### config.mk
export PLATFORM = sky130hd
export DESIGN_NAME = sound_controller
export DESIGN_NICKNAME = d
export VERILOG_FILES = /design/src/rtl/sound_controller.sv
export SDC_FILE = /design/constraint.sdc
export NUM_CORES = 1
export LEC_CHECK = 0
export BUFFER_PORTS_ARGS = -buffer_cell sky130_fd_sc_hd__buf_4
export CORE_ASPECT_RATIO = 0.6
export CORE_UTILIZATION = 40
export DETAILED_ROUTE_END_ITERATION = 10
export PLACE_DENSITY = 0.57
export SYNTH_ARGS = -nofsm -noshare
export SYNTH_HDL_FRONTEND = slang
export SYNTH_SLANG_ARGS = --single-unit
### constraint.sdc
create_clock -name clk -period 6.1 [get_ports clk]
set_input_delay 0.61 -clock clk [delete_from_list [all_inputs] [get_ports clk]]
set_output_delay 0.61 -clock clk [all_outputs]
set_load 0.05 [all_outputs]
### src/rtl/sound_controller.sv
// Beep generator: a code edge starts one DUR-clock square-wave beep at a code-specific pitch.
// Optional macro SOUND_TWO_TONE_EN: code 3 plays high tone for the first half, then low tone.
module sound_controller #(
    parameter int HALF_LOW  = 13636,
    parameter int HALF_HIGH = 6818,
    parameter int DUR       = 1200000,
    parameter int CNT_W     = 21
) (
    input  logic       clk,
    input  logic       clr,
    input  logic [1:0] code_sound,
    input  logic       mute,
    output logic       sound,
    output logic       busy
);
    localparam int HALF_MAX = (HALF_LOW > HALF_HIGH) ? HALF_LOW : HALF_HIGH;
    localparam int TONE_W   = $clog2(HALF_MAX + 1);

    localparam logic [TONE_W-1:0] LOW_M1  = TONE_W'(HALF_LOW - 1);
    localparam logic [TONE_W-1:0] HIGH_M1 = TONE_W'(HALF_HIGH - 1);
    localparam logic [CNT_W-1:0]  DUR_M1  = CNT_W'(DUR - 1);

    typedef enum logic {
        IDLE = 1'b0,
        PLAY = 1'b1
    } state_t;

    state_t            state_q, state_d;
    logic [1:0]        code_q;
    logic [1:0]        cur_code_q, cur_code_d;
    logic [CNT_W-1:0]  dur_cnt_q, dur_cnt_d;
    logic [TONE_W-1:0] tone_cnt_q, tone_cnt_d;
    logic              tone_q, tone_d;
    logic              sound_q, sound_d;
    logic              busy_q, busy_d;

    logic              trigger;
    logic [1:0]        sel_code;
    logic [TONE_W-1:0] reload_m1;
`ifdef SOUND_TWO_TONE_EN
    logic              sel_hi;
`endif

    assign trigger = (code_sound != code_q) && (code_sound != 2'd0);

    // Reload value is taken from the incoming code on a trigger, else from the playing code.
    always_comb begin
        sel_code  = trigger ? code_sound : cur_code_q;
        reload_m1 = LOW_M1;
`ifdef SOUND_TWO_TONE_EN
        sel_hi = trigger || (dur_cnt_q >= CNT_W'(DUR / 2));
        case (sel_code)
            2'd2:    reload_m1 = HIGH_M1;
            2'd3:    reload_m1 = sel_hi ? HIGH_M1 : LOW_M1;
            default: reload_m1 = LOW_M1;
        endcase
`else
        case (sel_code)
            2'd2:    reload_m1 = HIGH_M1;
            default: reload_m1 = LOW_M1;
        endcase
`endif
    end

    always_comb begin
        state_d    = state_q;
        cur_code_d = cur_code_q;
        dur_cnt_d  = dur_cnt_q;
        tone_cnt_d = tone_cnt_q;
        tone_d     = tone_q;
        busy_d     = busy_q;

        if (trigger) begin
            state_d    = PLAY;
            cur_code_d = code_sound;
            dur_cnt_d  = DUR_M1;
            tone_cnt_d = reload_m1;
            tone_d     = 1'b1;
            busy_d     = 1'b1;
        end else if (state_q == PLAY) begin
            if (dur_cnt_q == '0) begin
                state_d    = IDLE;
                busy_d     = 1'b0;
                tone_d     = 1'b0;
                tone_cnt_d = '0;
            end else begin
                dur_cnt_d = dur_cnt_q - 1'b1;
                if (tone_cnt_q == '0) begin
                    tone_cnt_d = reload_m1;
                    tone_d     = ~tone_q;
                end else begin
                    tone_cnt_d = tone_cnt_q - 1'b1;
                end
            end
        end

        // Mute gates only the pin; the tone phase keeps running underneath.
        sound_d = tone_d && !mute && (state_d == PLAY);
    end

    always_ff @(posedge clk) begin
        if (clr) begin
            state_q    <= IDLE;
            code_q     <= 2'd0;
            cur_code_q <= 2'd0;
            dur_cnt_q  <= '0;
            tone_cnt_q <= '0;
            tone_q     <= 1'b0;
            sound_q    <= 1'b0;
            busy_q     <= 1'b0;
        end else begin
            state_q    <= state_d;
            code_q     <= code_sound;
            cur_code_q <= cur_code_d;
            dur_cnt_q  <= dur_cnt_d;
            tone_cnt_q <= tone_cnt_d;
            tone_q     <= tone_d;
            sound_q    <= sound_d;
            busy_q     <= busy_d;
        end
    end

    assign sound = sound_q;
    assign busy  = busy_q;

endmodule

==> results of run 1 <==
[Yosys cell counts (2+ instances only)]
library cell | n | area share (%)
or2_2 | 3 | 0.79
o22ai_1 | 4 | 1.0
a21o_1 | 4 | 1.3
a31oi_1 | 14 | 3.7
o31ai_1 | 13 | 4.1
nand2b_1 | 3 | 0.79
nand3b_1 | 4 | 1.3
nor4b_1 | 2 | 0.73
or3_4 | 2 | 0.94
o21ai_0 | 11 | 2.3
ha_1 | 4 | 2.1
nor2_1 | 21 | 3.3
clkbuf_1 | 9 | 1.4
nor3b_1 | 3 | 0.94
inv_1 | 11 | 1.7
buf_2 | 2 | 0.42
buf_1 | 2 | 0.31
xnor2_1 | 8 | 2.9
a21oi_1 | 20 | 4.2
a311oi_1 | 3 | 1.1
and3_1 | 2 | 0.52
dfxtp_1 | 43 | 36
o41ai_1 | 5 | 1.8
or4_2 | 3 | 1.1
nand3_1 | 8 | 1.7
or4_1 | 6 | 1.9
nand4_1 | 3 | 0.79
nor4_1 | 7 | 1.8
xor2_1 | 3 | 1.1
a311o_1 | 2 | 0.84
o21a_1 | 2 | 0.63
or3_1 | 7 | 1.8
nand2_1 | 7 | 1.1
a211oi_1 | 6 | 1.9
nor2b_1 | 5 | 1.3
nor3_1 | 9 | 1.9
a22oi_1 | 5 | 1.6
[worst max-delay path: stages (launching register included)]
cell     delay [ps]
dfxtp_1         350
nor4_1          500
and4_1          610
nor4b_1         370
o32a_1          280
nor3_1           80
[metal layers]
metal	GRT usage, %	wire (µm)	vias up
li1	-	-	1111
met1	35.34	3522	1006
met2	25.10	2153	60
met3	4.362	397	2
met4	5.176	17	0
met5	0	0	-
[path summary, 6_finish.rpt]
path                                     from            end  slack [ps]  cells after the start
worst max-delay path            tone_cnt_q[8]  tone_cnt_q[5]        3780                      5
worst min-delay path                     mute          sound         470                      2
worst max register to register  tone_cnt_q[8]  tone_cnt_q[5]        3780                      5
worst min register to register  dur_cnt_q[13]  dur_cnt_q[13]         470                      2
[flip-flops by register name, summed over array words and instances (netlist names)]
signal      cells
dur_cnt_q      21
code_q          2
sound           1
state_q         1
tone_cnt_q     14
cur_code_q      2
tone_q          1
busy            1
[kinds of logic (layout without fill, tap and decap cells)]
family | after synthesis | count (layout)
buffers and inverters | 25 | 28
adders and majority gates | 4 | 4
DFF | 43 | 43
AOI/OAI and AO/OA | 98 | 98
and+or+nand+nor | 104 | 104
xor gates and xnor gates | 11 | 11
[stage by stage]
step	util, %	total power [mW]	hold WS (ps)
4_1_cts	45.74	0.6622	468.8
5_1_grt	45.74	0.7032	476.6
3_3_place_gp	44.45	0.4917	474.2
3_5_place_dp	44.45	0.4902	463.7
2_1_floorplan	-	0.4501	446.1
6_report	45.74	0.6576	471.4
[area by class of cell]
class / instances / share of cell area [%]
multi-input cells: 217 / 55.35
flip-flops and latches: 43 / 33.32
well taps: 80 / 3.874
repair buffers: 10 / 2.906
clock buffers: 6 / 2.809
inverters: 12 / 1.743
[power breakdown]
| group | switching, mW | internal, mW | leakage [nW] | total [mW] |
|---|---|---|---|---|
| Combinational | 0.0925 | 0.0635 | 0.490 | 0.156 |
| Sequential | 0.0282 | 0.303 | 0.357 | 0.332 |
| Clock | 0.0936 | 0.0765 | 0.0371 | 0.170 |
==> impl_metrics.py, run 1 <==
metrics = {
    "placed_design": {
        "place.gp.congestion": 0.8039,
        "placedCellCount": 362,
        "place_hpwl_um": 4323,
        "numPortBuffers": 6,
        "place_area_um2": 2511,
        "pre_cts_slack_ps": 3725,
    },
    "critical_path": {
        "cp-end-kind": "register",
        "critPathMaxFanout": 14,
        "worst-endpoint-arrival_ps": 2500,
        "crit_required_ps": 6280,
        "start_kind": "register",
        "worstSetupPathType": "register to register",
    },
    "global_routing": {
        "grt_use_total_pct": 21.04,
        "grt_pass1_vias": 1864,
        "grt_pass1_wl_um": 9936,
        "grt_antenna_before_repair": 0,
        "grt_max_degree": 29,
        "overflow": 0,
    },
    "sta": {
        "slew_violations": 0,
        "setup_viol": 0,
        "fin_crit_sh_pct": 38.02,
        "maxSlewHeadroom_pct": 42.37,
        "final.setup.tns_ps": 0,
        "period_needed_ps": 2319,
        "worst_pin_slew_ps": 862.6,
        "finClkSkew_ps": 12.64,
        "hold_viol": 0,
        "rsz0062_at_grt": "no",
        "maxClockFrequency_ghz": 0.4312,
        "finalWorstSetupSlack_ps": 3781,
    },
    "synthesis": {
        "synthFlopType": "dfxtp_1",
        "synth_edf_count": 0,
        "synth-simple-area-share_pct": 26.00,
        "synthesis.nets": 294,
        "yosysUniqueCellTypes": 56,
        "syn_avg_cell_area_um2": 8.376,
        "synthAdderAreaFrac_pct": 2.096,
        "synth_area_um2": 2387,
        "synth_top_family_by_area": "compound AO/OA/AOI/OAI gates",
        "yosys_warnings": 0,
        "seq_area_frac_synth_pct": 36.06,
        "synth_compound_area_share_pct": 27.78,
        "synth-xor-area-share_pct": 4.036,
        "ys_ff_latch": 43,
        "synthArstFlopShare_pct": 0,
        "synthMuxAreaShare_pct": 0,
        "syn_inst": 285,
    },
    "layout": {
        "stdcell_count": 368,
        "areaGrowthSynthToFinish_pct": 8.229,
        "layout_commonest_cell": "dfxtp_1",
        "ff_latch_area_um2": 860.8,
        "nets": 298,
        "drive_gt1_share_pct": 9.722,
        "nFillCells": 567,
        "design_area_um2": 2584,
        "layout_common_cells": "dfxtp_1 (43), nor2_1 (21), a21oi_1 (20), a31oi_1 (14), o31ai_1 (13)",
        "multi_input_area_um2": 1430,
        "diodes": 0,
    },
    "clock_tree": {
        "clockBufferDepth": 2,
        "cts_buffers": 5,
        "postCtsHoldBufs": 0,
        "post_cts_buffers": 0,
        "cts_sinks": 43,
        "root_buffer": "clkbuf_8",
        "cts_resized": 0,
        "clk_pin_slew_ps": 90,
        "htreeDepth": 2,
        "clock_latency_ps": 300,
        "tritoncts": "yes",
    },
    "detailed_routing": {
        "dr.pass1.iters": 4,
        "drcViolationCount": 0,
        "drt-wirelength-per-cell_um": 16.55,
        "drt_iter0_drc": 132,
        "routed_wl_um": 6090,
        "drt-vias-per-instance": 5.921,
        "ant_nets": 0,
        "vias": 2179,
    },
    "die": {
        "design.die.area_um2": 6291,
        "coreArea_um2": 5649,
        "io_pins": 7,
        "fp.dieW_um": 101.7,
        "num_rows": 21,
        "dieHeight_um": 61.84,
        "initial_core_util_pct": 42.26,
    },
    "power": {
        "power_density_nw_per_um2": 254.5,
        "ir_drop_v": 0.00008891,
        "leakagePower_nw": 0.8836,
    },
    "min_path": {
        "hp-class": "primary input to register",
    },
    "outcome": {
        "status": "finished, final reports clean",
    },
    "run": {
        "drv_cap": 0,
    },
}
No activity file was read; power rests on OpenSTA's default activity.
==> inputs of run 2 (changes only) <==
--- a/config.mk
+++ b/config.mk
@@ -9,7 +9,7 @@
 export CORE_ASPECT_RATIO = 0.6
 export CORE_UTILIZATION = 40
 export DETAILED_ROUTE_END_ITERATION = 10
-export PLACE_DENSITY = 0.57
+export PLACE_DENSITY = 0.59
 export SYNTH_ARGS = -nofsm -noshare
 export SYNTH_HDL_FRONTEND = slang
 export SYNTH_SLANG_ARGS = --single-unit
==> constraint.sdc (replaced) <==
create_clock -name clk -period 1.9 [get_ports clk]
set_input_delay 0.19 -clock clk [delete_from_list [all_inputs] [get_ports clk]]
set_output_delay 0.19 -clock clk [all_outputs]
set_load 0.05 [all_outputs]
==> run 2 against run 1 <==
The run now ends with negative setup slack left. Die area unchanged. Flip-flop and latch count stayed put. Utilization up 11 points. Clock-buffer cell count is the same. Global-route usage up 2.3 points. Critical endpoint is now dur_cnt_q[10]. Highest routed layer unchanged.
==> impl_metrics.py, run 2 (synthesis results as in run 1) <==
metrics = {
    "die": {
        "dieHeight_um": 61.84,
        "fp.dieW_um": 101.7,
        "design.die.area_um2": 6291,
        "num_rows": 21,
        "initial_core_util_pct": 42.26,
        "io_pins": 7,
        "coreArea_um2": 5649,
    },
    "placed_design": {
        "place_area_um2": 2872,
        "numPortBuffers": 6,
        "place.gp.congestion": 0.8486,
        "place_hpwl_um": 4854,
    },
    "critical_path": {
        "crit_required_ps": 2130,
        "critical_path.max_stage_delay_ps": 500,
        "crit_top_cell": "or3_4",
        "cp_top_family": "simple AND/OR/NAND/NOR gates",
        "critPathMaxFanout": 3,
        "slowest_stage": "or4_1",
        "worst-path-buf-inv": 0,
        "start_kind": "register",
        "cp-end-kind": "register",
        "worstSetupPathType": "register to register",
        "worst-endpoint-arrival_ps": 2190,
        "path_cells": "or2_4 > or3_4 > or3_4 > or4_1 > a31oi_1",
    },
    "sta": {
        "period_needed_ps": 1960,
        "rsz0062_at_grt": "yes",
        "maxClockFrequency_ghz": 0.5101,
        "finClkSkew_ps": 11.69,
        "hold_viol": 0,
        "slew_violations": 0,
        "setup_viol": 2,
        "worst_pin_slew_ps": 478.5,
        "fin_crit_sh_pct": 103.2,
        "finalWorstSetupSlack_ps": -60.35,
        "maxSlewHeadroom_pct": 67.85,
    },
    "layout": {
        "largest_register_ffs": 21,
        "layout_commonest_cell": "buf_4",
        "areaGrowthSynthToFinish_pct": 34.85,
        "regMostFlops": "dur_cnt_q",
        "layout_common_cells": "buf_4 (62), dfxtp_1 (35), nor2_1 (21), a21oi_1 (19), a31oi_1 (13)",
        "diodes": 0,
        "drive_gt1_share_pct": 34.11,
        "reg_top3": "dur_cnt_q x21, tone_cnt_q x14",
        "fin_util_pct": 56.99,
        "nets": 351,
        "design_area_um2": 3219,
    },
    "outcome": {
        "violations": "negative setup slack",
        "status": "complete, but fails checks",
    },
    "clock_tree": {
        "htreeDepth": 2,
        "clockBufferDepth": 2,
        "clk_pin_slew_ps": 90,
        "tritoncts": "yes",
        "cts_buffers": 5,
        "clock_latency_ps": 310,
        "root_buffer": "clkbuf_8",
        "postCtsHoldBufs": 0,
        "cts_sinks": 43,
    },
    "detailed_routing": {
        "drcViolationCount": 0,
        "drt-wirelength-per-cell_um": 16.26,
        "drt_iter0_drc": 212,
        "vias": 2466,
        "dr.pass1.iters": 5,
        "drt-vias-per-instance": 5.830,
        "ant_nets": 0,
        "routed_wl_um": 6880,
    },
    "power": {
        "power_density_nw_per_um2": 815.3,
        "clkPwrFrac_pct": 32.8,
        "pwr-share-seq_pct": 40.5,
        "leakagePower_nw": 1.208,
        "ir_drop_v": 0.0003688,
        "internal-power_mw": 1.839,
        "comb_power_share_pct": 26.8,
        "p_total_mw": 2.625,
        "p_sw_uw": 785.6,
        "swShare_pct": 29.93,
    },
    "global_routing": {
        "grt_use_total_pct": 23.31,
        "grt_antenna_before_repair": 0,
        "grt_pass1_wl_um": 10910,
        "grt_pass1_vias": 2125,
        "grt_max_degree": 29,
        "overflow": 0,
    },
    "min_path": {
        "hp-class": "primary input to register",
    },
    "run": {
        "drv_cap": 0,
    },
}
[run 2: cell count changes in the layout (fill, tap and decap cells not counted), moves of 4 or more]
cell | previous run | this run
nor4_2 | 1 | 5
buf_4 | 10 | 62
dfxtp_2 | 0 | 7
dfxtp_1 | 43 | 35
nor4_1 | 7 | 1
[run 2: metal layers]
layer,routed length (µm),vias up,track usage [%]
met1,3755,1159,37.51
met2,2686,74,30.60
li1,-,1225,-
met3,390,8,4.362
met5,0,-,0
met4,48,0,5.590
[run 2: layout make-up]
cell class                 count  area (µm²)
clock inverter                 2       60.06
timing repair buffer          63       476.7
inverter                      12       45.04
clock buffer                   6       72.57
tap                           80       100.1
sequential                    43       873.3
multi-input combinational    217        1592
fill                         515        2430
[run 2: power by group through the flow]
stage,logic [mW],registers [mW],clock network (mW)
floorplan,0.380,1.07,0
global placement,0.628,1.06,0
detailed placement,0.634,1.06,0
CTS,0.650,1.05,0.874
global route,0.772,1.07,0.911
finish,0.702,1.06,0.860
[run 2: path summary, 6_finish.rpt]
| check | from | endpoint | slack, ps | cells after the start |
|---|---|---|---|---|
| min | mute | sound | 50 | 2 |
| min reg2reg | busy | busy | 480 | 2 |
| max reg2reg | dur_cnt_q[4] | dur_cnt_q[10] | -60 | 5 |
| max | dur_cnt_q[4] | dur_cnt_q[10] | -60 | 5 |
[run 2: metrics by stage]
step / instances / hold WS [ps] / setup WS (ps) / setup TNS, ps
2_1_floorplan: 285 / 268.5 / -54.59 / -54.59
3_3_place_gp: 409 / 380.5 / -106.4 / -589.4
3_5_place_dp: 409 / 380.7 / -108.5 / -502.5
4_1_cts: 421 / 50.96 / -58.55 / -296.8
5_1_grt: 423 / 46.11 / -147.9 / -678.6
6_report: 423 / 52.34 / -60.35 / -98.38
[run 2: worst register-to-register path, delay by kind of cell, from the launching register on]
| family | cells | cell delay (ps) |
|---|---|---|
| AO/OA/AOI/OAI | 1 | 130 |
| flip-flops | 1 | 340 |
| AND/OR/NAND/NOR | 4 | 1420 |
[run 2: repair_timing]
item,4_1_cts,5_1_grt
endpoints found under the setup margin,15,38
endpoints found under the hold margin,0,0
gates resized for setup,7,37
pin swaps,3,9
buffers inserted,4,2
